**config.mk**
```make
export PLATFORM = sky130hd
export DESIGN_NAME = alu_operand_sequencer_flat
export DESIGN_NICKNAME = d
export VERILOG_FILES = /design/src/rtl/alu_operand_sequencer_if.sv /design/src/rtl/alu_operand_sequencer.sv /design/src/flat_wrapper.sv
export SDC_FILE = /design/constraint.sdc
export NUM_CORES = 1
export LEC_CHECK = 0
export CELL_PAD_IN_SITES_DETAIL_PLACEMENT = 0
export CELL_PAD_IN_SITES_GLOBAL_PLACEMENT = 1
export CORE_ASPECT_RATIO = 1.2
export CORE_UTILIZATION = 35
export DETAILED_ROUTE_END_ITERATION = 12
export HOLD_SLACK_MARGIN = 0.02
export PLACE_DENSITY = 0.85
export SYNTH_ARGS = -nofsm -noshare
export SYNTH_HDL_FRONTEND = slang
export SYNTH_SLANG_ARGS = --single-unit
```
**constraint.sdc**
```tcl
create_clock -name clk -period 2.3 [get_ports clk]
set_input_delay 0.23 -clock clk [delete_from_list [all_inputs] [get_ports clk]]
set_output_delay 0.23 -clock clk [all_outputs]
set_load 0.05 [all_outputs]
```
**src/rtl/alu_operand_sequencer_if.sv**
```systemverilog
// Bus between the operator front-end (master) and the operand sequencer (slave).
interface alu_operand_sequencer_if #(
  parameter int WIDTH = 16,
  parameter int NOPS  = 2,
  parameter int OPW   = 4
);
  logic [WIDTH-1:0]      data;
  logic                  enter;
  logic                  back;
  logic                  cal_done;
  logic [NOPS*WIDTH-1:0] operands;
  logic [OPW-1:0]        op;
  logic                  do_cal;
  logic                  show_flag;
  logic                  timeout_err;
  logic [2:0]            stage;
  logic [1:0]            idx;

  modport master (
    output data, enter, back, cal_done,
    input  operands, op, do_cal, show_flag, timeout_err, stage, idx
  );

  modport slave (
    input  data, enter, back, cal_done,
    output operands, op, do_cal, show_flag, timeout_err, stage, idx
  );
endinterface

```
**src/rtl/alu_operand_sequencer.sv**
```systemverilog
// Collects NOPS operands plus an opcode via enter/back strobes, pulses do_cal,
// then waits (bounded) for ALU completion and holds SHOW until acknowledged.
module alu_operand_sequencer #(
  parameter int WIDTH   = 16,
  parameter int NOPS    = 2,
  parameter int OPW     = 4,
  parameter int TIMEOUT = 255
) (
  input  logic                    clk,
  input  logic                    rst,
  alu_operand_sequencer_if.slave  bus
);
  typedef enum logic [2:0] {
    LOAD  = 3'd0,
    OPSEL = 3'd1,
    CALC  = 3'd2,
    WAIT  = 3'd3,
    SHOW  = 3'd4
  } state_t;

  localparam logic [1:0]  LAST = 2'(NOPS - 1);
  localparam logic [15:0] TLIM = 16'(TIMEOUT - 1);

  state_t                     state, state_d;
  logic [1:0]                 idx, idx_d;
  logic [15:0]                cnt, cnt_d;
  logic                       terr, terr_d;
  logic                       wr_opnd, wr_op;
  logic [NOPS-1:0][WIDTH-1:0] opnd;
  logic [OPW-1:0]             op_q;

  always_comb begin
    state_d = state;
    idx_d   = idx;
    cnt_d   = cnt;
    terr_d  = terr;
    wr_opnd = 1'b0;
    wr_op   = 1'b0;
    case (state)
      // back always outranks enter in the same cycle
      LOAD: begin
        if (bus.back) begin
          if (idx != 2'd0) idx_d = idx - 2'd1;
        end else if (bus.enter) begin
          wr_opnd = 1'b1;
          if (idx < LAST) idx_d = idx + 2'd1;
          else            state_d = OPSEL;
        end
      end
      OPSEL: begin
        if (bus.back) begin
          state_d = LOAD;
          idx_d   = LAST;
        end else if (bus.enter) begin
          wr_op   = 1'b1;
          state_d = CALC;
        end
      end
      CALC: begin
        cnt_d   = 16'd0;
        terr_d  = 1'b0;
        state_d = bus.cal_done ? SHOW : WAIT;
      end
      // completion beats a timeout landing on the same cycle
      WAIT: begin
        if (bus.cal_done) begin
          state_d = SHOW;
          terr_d  = 1'b0;
        end else if (cnt == TLIM) begin
          state_d = SHOW;
          terr_d  = 1'b1;
        end else begin
          cnt_d = cnt + 16'd1;
        end
      end
      SHOW: begin
        if (bus.back) begin
          state_d = OPSEL;
          terr_d  = 1'b0;
        end else if (bus.enter) begin
          state_d = LOAD;
          idx_d   = 2'd0;
          terr_d  = 1'b0;
        end
      end
      default: begin
        state_d = LOAD;
        idx_d   = 2'd0;
        cnt_d   = 16'd0;
        terr_d  = 1'b0;
      end
    endcase
  end

  always_ff @(posedge clk) begin
    if (rst) begin
      state <= LOAD;
      idx   <= 2'd0;
      cnt   <= 16'd0;
      terr  <= 1'b0;
      opnd  <= '0;
      op_q  <= '0;
    end else begin
      state <= state_d;
      idx   <= idx_d;
      cnt   <= cnt_d;
      terr  <= terr_d;
      if (wr_op) op_q <= bus.data[OPW-1:0];
      for (int k = 0; k < NOPS; k++)
        if (wr_opnd && idx == 2'(k)) opnd[k] <= bus.data;
    end
  end

  assign bus.operands    = opnd;
  assign bus.op          = op_q;
  assign bus.do_cal      = (state == CALC);
  assign bus.show_flag   = (state == SHOW);
  assign bus.timeout_err = terr;
  assign bus.stage       = state;
  assign bus.idx         = idx;
endmodule

```
**src/flat_wrapper.sv**
```systemverilog
// flat-port wrapper written by rule: the top's interface ports become plain ports
module alu_operand_sequencer_flat 
#(
  parameter int WIDTH   = 16,
  parameter int NOPS    = 2,
  parameter int OPW     = 4,
  parameter int TIMEOUT = 255
)
  (clk, rst, bus_data, bus_enter, bus_back, bus_cal_done, bus_operands, bus_op, bus_do_cal, bus_show_flag, bus_timeout_err, bus_stage, bus_idx);
  alu_operand_sequencer_if #(.WIDTH(WIDTH), .NOPS(NOPS), .OPW(OPW)) bus_i ();
  input  logic clk;
  input  logic rst;
  input wire logic [$bits(bus_i.data)-1:0] bus_data;
  input wire logic [$bits(bus_i.enter)-1:0] bus_enter;
  input wire logic [$bits(bus_i.back)-1:0] bus_back;
  input wire logic [$bits(bus_i.cal_done)-1:0] bus_cal_done;
  output wire logic [$bits(bus_i.operands)-1:0] bus_operands;
  output wire logic [$bits(bus_i.op)-1:0] bus_op;
  output wire logic [$bits(bus_i.do_cal)-1:0] bus_do_cal;
  output wire logic [$bits(bus_i.show_flag)-1:0] bus_show_flag;
  output wire logic [$bits(bus_i.timeout_err)-1:0] bus_timeout_err;
  output wire logic [$bits(bus_i.stage)-1:0] bus_stage;
  output wire logic [$bits(bus_i.idx)-1:0] bus_idx;
  assign bus_i.data = bus_data;
  assign bus_i.enter = bus_enter;
  assign bus_i.back = bus_back;
  assign bus_i.cal_done = bus_cal_done;
  assign bus_operands = bus_i.operands;
  assign bus_op = bus_i.op;
  assign bus_do_cal = bus_i.do_cal;
  assign bus_show_flag = bus_i.show_flag;
  assign bus_timeout_err = bus_i.timeout_err;
  assign bus_stage = bus_i.stage;
  assign bus_idx = bus_i.idx;
  alu_operand_sequencer #(.WIDTH(WIDTH), .NOPS(NOPS), .OPW(OPW), .TIMEOUT(TIMEOUT)) u_core (.clk(clk), .rst(rst), .bus(bus_i));
endmodule
```
==> results of run 1 <==
-- synth_stat cells, types with 2 or more instances --
library cell	count	share of area (%)
nor4b_1	2	0.66
xor2_1	3	0.99
o21ai_0	6	1.1
and3_1	2	0.47
and2_1	2	0.47
a21oi_1	49	9.3
a31oi_1	12	2.8
nor3_1	6	1.1
inv_1	10	1.4
nor2_1	20	2.8
o31ai_1	3	0.85
nor4_1	2	0.47
buf_2	6	1.1
nand2_1	79	11
a221oi_1	2	0.66
clkbuf_1	14	2.0
nand4_1	11	2.6
o21ai_1	6	1.1
mux2i_1	5	1.9
buf_6	2	0.85
o31a_1	2	0.66
inv_2	2	0.28
dfxtp_1	58	44
ha_1	5	2.4
and4_1	3	0.99
or2_1	4	0.95
nand3_1	8	1.5
-- final cells by class --
| type | instances | area share [%] |
|---|---|---|
| clock buffers | 10 | 3.89 |
| multi-input cells | 249 | 37.7 |
| flip-flops and latches | 58 | 32.8 |
| well taps | 90 | 3.18 |
| inverters | 12 | 1.27 |
| repair buffers | 73 | 20.0 |
| clock inverters | 6 | 1.17 |
-- stage by stage --
stage | power [mW] | hold WS (ns) | setup slack, ns
after CTS | 2.92 | 0.455 | 0.109
after detailed placement | 2.07 | 0.445 | 0.292
after floorplan | 1.77 | 0.366 | 0.259
after global routing | 3.05 | 0.463 | 0.159
after global placement | 2.06 | 0.441 | 0.338
final | 2.89 | 0.452 | 0.332
-- worst register-to-register path: cells and delay by family, from the launching register on --
kind	cells	cell delay, ns
AOI/OAI and AO/OA	3	0.72
DFF	1	0.51
and+or+nand+nor	2	0.67
-- registers in the layout (all words and copies together), names as in the netlist --
name	flops
u_core.bus.stage	3
u_core.bus.operands	32
u_core.bus.timeout_err	1
u_core.cnt	16
u_core.bus.idx	2
u_core.bus.op	4
-- power groups by stage --
stage,clock network [mW],registers (mW),logic (mW)
2_1_floorplan,0,1.42,0.353
3_3_place_gp,0,1.16,0.893
3_5_place_dp,0,1.17,0.902
4_1_cts,0.874,1.14,0.906
5_1_grt,0.923,1.16,0.977
6_report,0.847,1.14,0.897
-- per-layer routing --
| metal | global-route usage [%] | up-vias | wire length (µm) | share of wire (%) |
|---|---|---|---|---|
| li1 | - | 1313 | - | - |
| met1 | 24.1 | 1232 | 3020 | 44 |
| met2 | 29.9 | 77 | 3380 | 49 |
| met3 | 4.60 | 9 | 358 | 5.2 |
| met4 | 8.65 | 0 | 115 | 1.7 |
| met5 | 0 | - | 0 | 0 |
-- cells by family (layout without fill, tap and decap cells) --
group                      Yosys count  after routing
AOI/OAI and AO/OA                   89             89
DFF                                 58             58
and+or+nand+nor                    147            147
adders and majority gates            5              5
buffers and inverters               34            101
muxes                                5              5
xor gates and xnor gates             3              3
-- final timing paths --
kind | from | slack [ns] | endpoint
setup reg to reg | u_core.bus.stage[1] | 0.33 | u_core.cnt[13]
hold reg to reg | u_core.bus.operands[12] | 0.45 | u_core.bus.operands[12]
setup / recovery | u_core.bus.stage[1] | 0.33 | u_core.cnt[13]
hold / removal | u_core.bus.operands[12] | 0.45 | u_core.bus.operands[12]
==> impl_table.tex, run 1 <==
\begin{tabular}{lr}
\hline
Metric & Value \\
\hline
\multicolumn{2}{l}{\textbf{Setup path}} \\
Crit path kind & register to register \\
Cell Chain, Critical Path & nand2b\_1 > or3\_1 > a211oi\_2 > a21oi\_1 > a31oi\_1 \\
Crit path buffers/inverters & 0 \\
Depth of the worst register-to-register path & 5 \\
Worst Path Required & 2.55 ns \\
CP endpoint kind & register \\
CP arrival & 2.22 ns \\
Maximum fanout along the worst path & 10 \\
Cell class contributing the biggest share of worst-path delay & compound AO/OA/AOI/OAI gates \\
Critical path's slowest cell & dfxtp\_1 \\
Levels on crit path & 5 \\
Startpoint types & register \\
Worst path max stage delay & 0.51 ns \\
\multicolumn{2}{l}{\textbf{Timing}} \\
Tightest slew margin relative to the limit & 63.6\% \\
Final setup violating endpoints & 0 \\
Final-report max-slew violation count & 0 \\
Timing-limited maximum frequency & 0.508 GHz \\
Fin crit share & 85.6\% \\
Worst slew pin tran & 0.545 ns \\
Final number of hold-violating endpoints & 0 \\
Tmin final & 1.97 ns \\
Skew final & 0.00883 ns \\
RSZ-0062 raised after global routing & false \\
Final-layout setup total negative slack & 0 ns \\
\multicolumn{2}{l}{\textbf{Floorplan}} \\
Die area & 7920 µm² \\
Count of standard-cell rows & 34 \\
Core area & 7270 µm² \\
IO Count & 65 \\
Initial core utilization & 36.4\% \\
Die extent in x & 81.4 µm \\
Chip height & 97.3 µm \\
\multicolumn{2}{l}{\textbf{Synthesis}} \\
Warning count from the yosys run & 0 \\
Cell Area, Synth & 2650 µm² \\
Share of async-settable or async-resettable flops after synthesis & 0\% \\
Mapped Nets & 367 \\
Xor/xnor share of the synthesized area & 0.992\% \\
Adder-cell area share of the yosys netlist & 2.36\% \\
Sequential element share of the synthesized area & 43.9\% \\
Mux cell area share after synthesis & 1.89\% \\
Number of enable-type register cells in the synthesized netlist & 0 \\
Area share of and/or/nand/nor cells after synthesis & 25.7\% \\
Post-synthesis sequential element count & 58 \\
Number of cells produced by synthesis & 341 \\
Combinational family with the most area after synthesis & simple AND/OR/NAND/NOR gates \\
Synth cell types & 44 \\
Dominant register cell in the synthesized netlist & dfxtp\_1 \\
Post-synthesis compound-gate area fraction & 19.6\% \\
Syn Area/Cell & 7.76 µm² \\
\multicolumn{2}{l}{\textbf{Place}} \\
Count of input and output buffers & 64 \\
Routability congestion estimate from global placement & 0.832 \\
Placed inst area & 3360 µm² \\
HPWL reported at the end of detailed placement & 4750 µm \\
Placed cells & 482 \\
\multicolumn{2}{l}{\textbf{Route}} \\
Routed WL & 6870 µm \\
Total via count in the routed design & 2631 \\
Drt wl/cell & 13.8 µm \\
Number of detailed-route iterations in the first pass & 5 \\
Iteration-0 DRC Markers & 152 \\
DR vias/cell & 5.28 \\
Antenna violation net count after detailed routing & 0 \\
Remaining DRCs & 0 \\
\multicolumn{2}{l}{\textbf{Clocking}} \\
Clk root buf & clkbuf\_8 \\
H-tree levels & 3 \\
\# resized after CTS & 0 \\
Buffer levels on the longest clock path & 2 \\
Hold-fix buffer count after cts & 0 \\
Total clock sinks & 58 \\
Latest clock arrival within the worst-skew pair & 0.34 ns \\
TritonCTS clock tree & yes \\
Buffers inserted by post-CTS timing repair & 0 \\
TritonCTS buffer count & 9 \\
Clock slew at reported path FFs & 0.07 ns \\
\multicolumn{2}{l}{\textbf{Layout}} \\
Utilization after layout & 48.7\% \\
Final Instance Count excl. Fillers & 498 \\
Area delta synth->final & 33.8\% \\
Final \#Nets & 429 \\
Sequential cell area & 1160 µm² \\
Number of diodes added for antenna fixing & 0 \\
Multi-input logic area & 1340 µm² \\
Final instance area & 3540 µm² \\
Most common cell after layout, fill and taps aside & nand2\_1 \\
Number of inserted filler cells in the final layout & 734 \\
Share of layout cells above drive strength 1 & 8.58\% \\
Most frequent cells in the layout & nand2\_1 (79), clkdlybuf4s50\_1 (62), dfxtp\_1 (58) \\
\multicolumn{2}{l}{\textbf{Worst hold path}} \\
Worst Hold Path Cells & 2 \\
Class of the most critical hold timing path & register to register \\
\multicolumn{2}{l}{\textbf{Pwr}} \\
Switching power total & 1.07 mW \\
Switching power as a share of total power & 36.9\% \\
Power per cell area & 815 nW/µm² \\
Static leakage power & 1.23 nW \\
Internal power contribution & 1.82 mW \\
Seq pwr share & 39.6\% \\
Worst voltage drop across the vdd grid & 0.451 mV \\
Share of power burned in combinational logic & 31.1\% \\
Clock power frac & 29.4\% \\
\multicolumn{2}{l}{\textbf{Global route}} \\
Number of global-route vias before repair & 2478 \\
Global-route wire length before repair & 11800 µm \\
Overflow left after global routing & 0 \\
Number of antenna violations at the first check in global routing & 0 \\
Gr usage total & 19.1\% \\
Largest net degree at the start of global routing & 46 \\
\multicolumn{2}{l}{\textbf{Run status}} \\
Result of the run & complete, no violations \\
\multicolumn{2}{l}{\textbf{Job}} \\
Number of max-cap violations & 0 \\
\hline
\end{tabular}
Power figures use the tool's default switching activity.
==> run 2: changes to the inputs <==
GPL_TIMING_DRIVEN = 0   (was not set)
SLEW_MARGIN = 25   (was not set)
==> impl_table.tex, run 2 (synthesized netlist as in run 1, its figures left out) <==
\begin{tabular}{lr}
\hline
Metric & Value \\
\hline
\multicolumn{2}{l}{\textbf{Timing}} \\
Final-report max-slew violation count & 0 (unchanged) \\
Tmin final & 2.10 ns (+0.131 ns) \\
Final setup margin & 0.201 ns (-0.131 ns) \\
Final setup violating endpoints & 0 (unchanged) \\
Fin crit share & 91.3\% (+5.7 points) \\
RSZ-0062 raised after global routing & false \\
Skew final & 0.00839 ns (-0.000449 ns) \\
Final-layout setup total negative slack & 0 ns (unchanged) \\
Worst slew pin tran & 0.653 ns (+0.109 ns) \\
Final number of hold-violating endpoints & 0 (unchanged) \\
Tightest slew margin relative to the limit & 56.2\% (-7.4 points) \\
Timing-limited maximum frequency & 0.476 GHz (-6.2\%) \\
\multicolumn{2}{l}{\textbf{Floorplan}} \\
IO Count & 65 (unchanged) \\
Count of standard-cell rows & 34 (unchanged) \\
Initial core utilization & 36.4\% (unchanged) \\
Die area & 7920 µm² (unchanged) \\
Die extent in x & 81.4 µm (unchanged) \\
Core area & 7270 µm² (unchanged) \\
Chip height & 97.3 µm (unchanged) \\
\multicolumn{2}{l}{\textbf{Setup path}} \\
CP endpoint kind & output pin \\
CP arrival & 1.87 ns (-0.35 ns) \\
Crit path buffers/inverters & 2 (+2) \\
Startpoint types & register \\
Worst Path Required & 2.07 ns (-0.48 ns) \\
Worst path max stage delay & 0.54 ns (+0.03 ns) \\
Depth of the worst register-to-register path & 7 (+2) \\
Capture point of the worst reg-to-reg path & u\_core.cnt[8] \\
Crit path kind & register to output pin \\
Worst-case register-to-register setup slack & 0.37 ns (+0.04 ns) \\
Maximum fanout along the worst path & 10 (unchanged) \\
Start of the worst register-to-register path & u\_core.bus.stage[1] \\
Cell Chain, Critical Path & clkbuf\_1 > and2\_1 > dlygate4sd2\_1 \\
Critical path's slowest cell & dlygate4sd2\_1 \\
Cell class contributing the biggest share of worst-path delay & buffers and inverters \\
\multicolumn{2}{l}{\textbf{Route}} \\
Remaining DRCs & 0 (unchanged) \\
Met3 Wirelength & 450 µm (+26\%) \\
Routed wire length on met2 & 3510 µm (+3.9\%) \\
Drt wl/cell & 14.1 µm (+2.5\%) \\
Iteration-0 DRC Markers & 184 (+21\%) \\
DR vias/cell & 5.19 (-1.7\%) \\
Routed WL & 7210 µm (+4.9\%) \\
Number of detailed-route iterations in the first pass & 4 (-1) \\
Met1 Routed Length & 3130 µm (+3.6\%) \\
Antenna violation net count after detailed routing & 0 (unchanged) \\
Top metal layer carrying routed signals & met4 \\
Total via count in the routed design & 2648 (+0.65\%) \\
\multicolumn{2}{l}{\textbf{Clocking}} \\
Clk root buf & clkbuf\_8 \\
Total clock sinks & 58 (unchanged) \\
H-tree levels & 3 (unchanged) \\
Buffer levels on the longest clock path & 2 (unchanged) \\
TritonCTS buffer count & 9 (unchanged) \\
Clock slew at reported path FFs & 0.08 ns (about the same) \\
Buffers inserted by post-CTS timing repair & 0 (unchanged) \\
TritonCTS clock tree & yes \\
Latest clock arrival within the worst-skew pair & 0.35 ns (about the same) \\
\multicolumn{2}{l}{\textbf{Pwr}} \\
Worst voltage drop across the vdd grid & 0.440 mV (-2.4\%) \\
Share of power burned in combinational logic & 29.4\% (-1.7 points) \\
Switching power as a share of total power & 35.3\% (-1.6 points) \\
Switching power total & 1.10 mW (+3.3\%) \\
Internal power contribution & 2.02 mW (+11\%) \\
Power per cell area & 860 nW/µm² (+5.6\%) \\
Seq pwr share & 36.3\% (-3.3 points) \\
Static leakage power & 1.26 nW (+2.8\%) \\
Clock power frac & 34.3\% (+4.9 points) \\
\multicolumn{2}{l}{\textbf{Layout}} \\
Most frequent cells in the layout & nand2\_1 (79), clkdlybuf4s50\_1 (61), dfxtp\_1 (58) \\
Area delta synth->final & 36.9\% \\
Sequential cell area & 1160 µm² (unchanged) \\
Max reg flops & 32 (unchanged) \\
Utilization after layout & 49.8\% (+1.1 points) \\
Share of layout cells above drive strength 1 & 8.33\% (-0.25 points) \\
Multi-input logic area & 1340 µm² (+0.37\%) \\
Number of diodes added for antenna fixing & 0 (unchanged) \\
Final Instance Count excl. Fillers & 510 (+2.4\%) \\
Most common cell after layout, fill and taps aside & nand2\_1 \\
Final \#Nets & 441 (+2.8\%) \\
Number of inserted filler cells in the final layout & 709 (-3.4\%) \\
\multicolumn{2}{l}{\textbf{Run status}} \\
Result of the run & complete, no violations \\
\multicolumn{2}{l}{\textbf{Worst hold path}} \\
Worst Hold Path EP & u\_core.bus.operands[6] \\
Worst Hold Path Cells & 3 (+1) \\
Hold Crit Start & bus\_data[6] \\
Class of the most critical hold timing path & input port to register \\
\multicolumn{2}{l}{\textbf{Job}} \\
Number of max-cap violations & 0 (unchanged) \\
\multicolumn{2}{l}{\textbf{Place}} \\
Worst slack at placement & 0.0552 ns (-0.237 ns) \\
Routability congestion estimate from global placement & 0.847 (+1.8\%) \\
Count of input and output buffers & 63 (-1.6\%) \\
Placed cells & 494 (+2.5\%) \\
HPWL reported at the end of detailed placement & 5110 µm (+7.5\%) \\
\multicolumn{2}{l}{\textbf{Global route}} \\
Largest net degree at the start of global routing & 13 (-72\%) \\
Gr usage total & 20.5\% (+1.4 points) \\
Global-route wire length before repair & 12500 µm (+6.5\%) \\
Overflow left after global routing & 0 (unchanged) \\
Number of antenna violations at the first check in global routing & 0 (unchanged) \\
Number of global-route vias before repair & 2647 (+6.8\%) \\
\hline
\end{tabular}
## run 2: final cells by class
type,count,area share [%]
well taps,90,3.11
plain buffers,22,2.94
flip-flops and latches,58,32.0
multi-input cells,249,37.0
inverters,12,1.24
repair buffers,63,17.4
clock buffers,9,3.42
clock inverters,7,2.80
## run 2: per-layer routing
metal  track usage (%)  vias up
li1                  -     1338
met1              24.9     1235
met2              32.9       67
met3              7.42        8
met4              6.87        0
met5                 0        -
## run 2: power by group through the flow
stage | Combinational, mW | Sequential [mW] | Clock [mW]
2_1_floorplan | 0.353 | 1.42 | 0
5_1_grt | 1.00 | 1.14 | 1.14
4_1_cts | 0.922 | 1.13 | 1.10
3_5_place_dp | 0.916 | 1.15 | 0
6_report | 0.917 | 1.13 | 1.07
3_3_place_gp | 0.907 | 1.15 | 0
## run 2: repair_timing
action / CTS / global route
setup endpoints to repair: 1 / 1
hold buffers: 0 / 0
resized for setup: 1 / 3
pin swaps: 0 / 0
## run 2: worst max path at each step
stage	endpoint	depth (start not counted)	start
5_1_grt	bus_show_flag	3	u_core.bus.stage[2]
2_1_floorplan	u_core.cnt[8]	7	u_core.bus.stage[0]
6_report	bus_show_flag	3	u_core.bus.stage[2]
4_1_cts	bus_do_cal	4	u_core.bus.stage[0]
3_5_place_dp	u_core.cnt[8]	7	rst
3_3_place_gp	u_core.cnt[7]	5	rst
## run 2: tightest hold or removal path: cells and delay by family
kind | cells | cell delay, ns
AND/OR/NAND/NOR | 1 | 0.06
buffers and inverters | 1 | 0.42
AO/OA/AOI/OAI | 1 | 0.05
## run 2: through the flow
step / total power, mW / instance area, µm² / hold slack, ns
6_report: 3.12 / 3620 / 0.451
5_1_grt: 3.29 / 3620 / 0.455
4_1_cts: 3.15 / 3620 / 0.437
3_5_place_dp: 2.07 / 3400 / 0.449
3_3_place_gp: 2.06 / 3390 / 0.441
2_1_floorplan: 1.77 / 2650 / 0.366
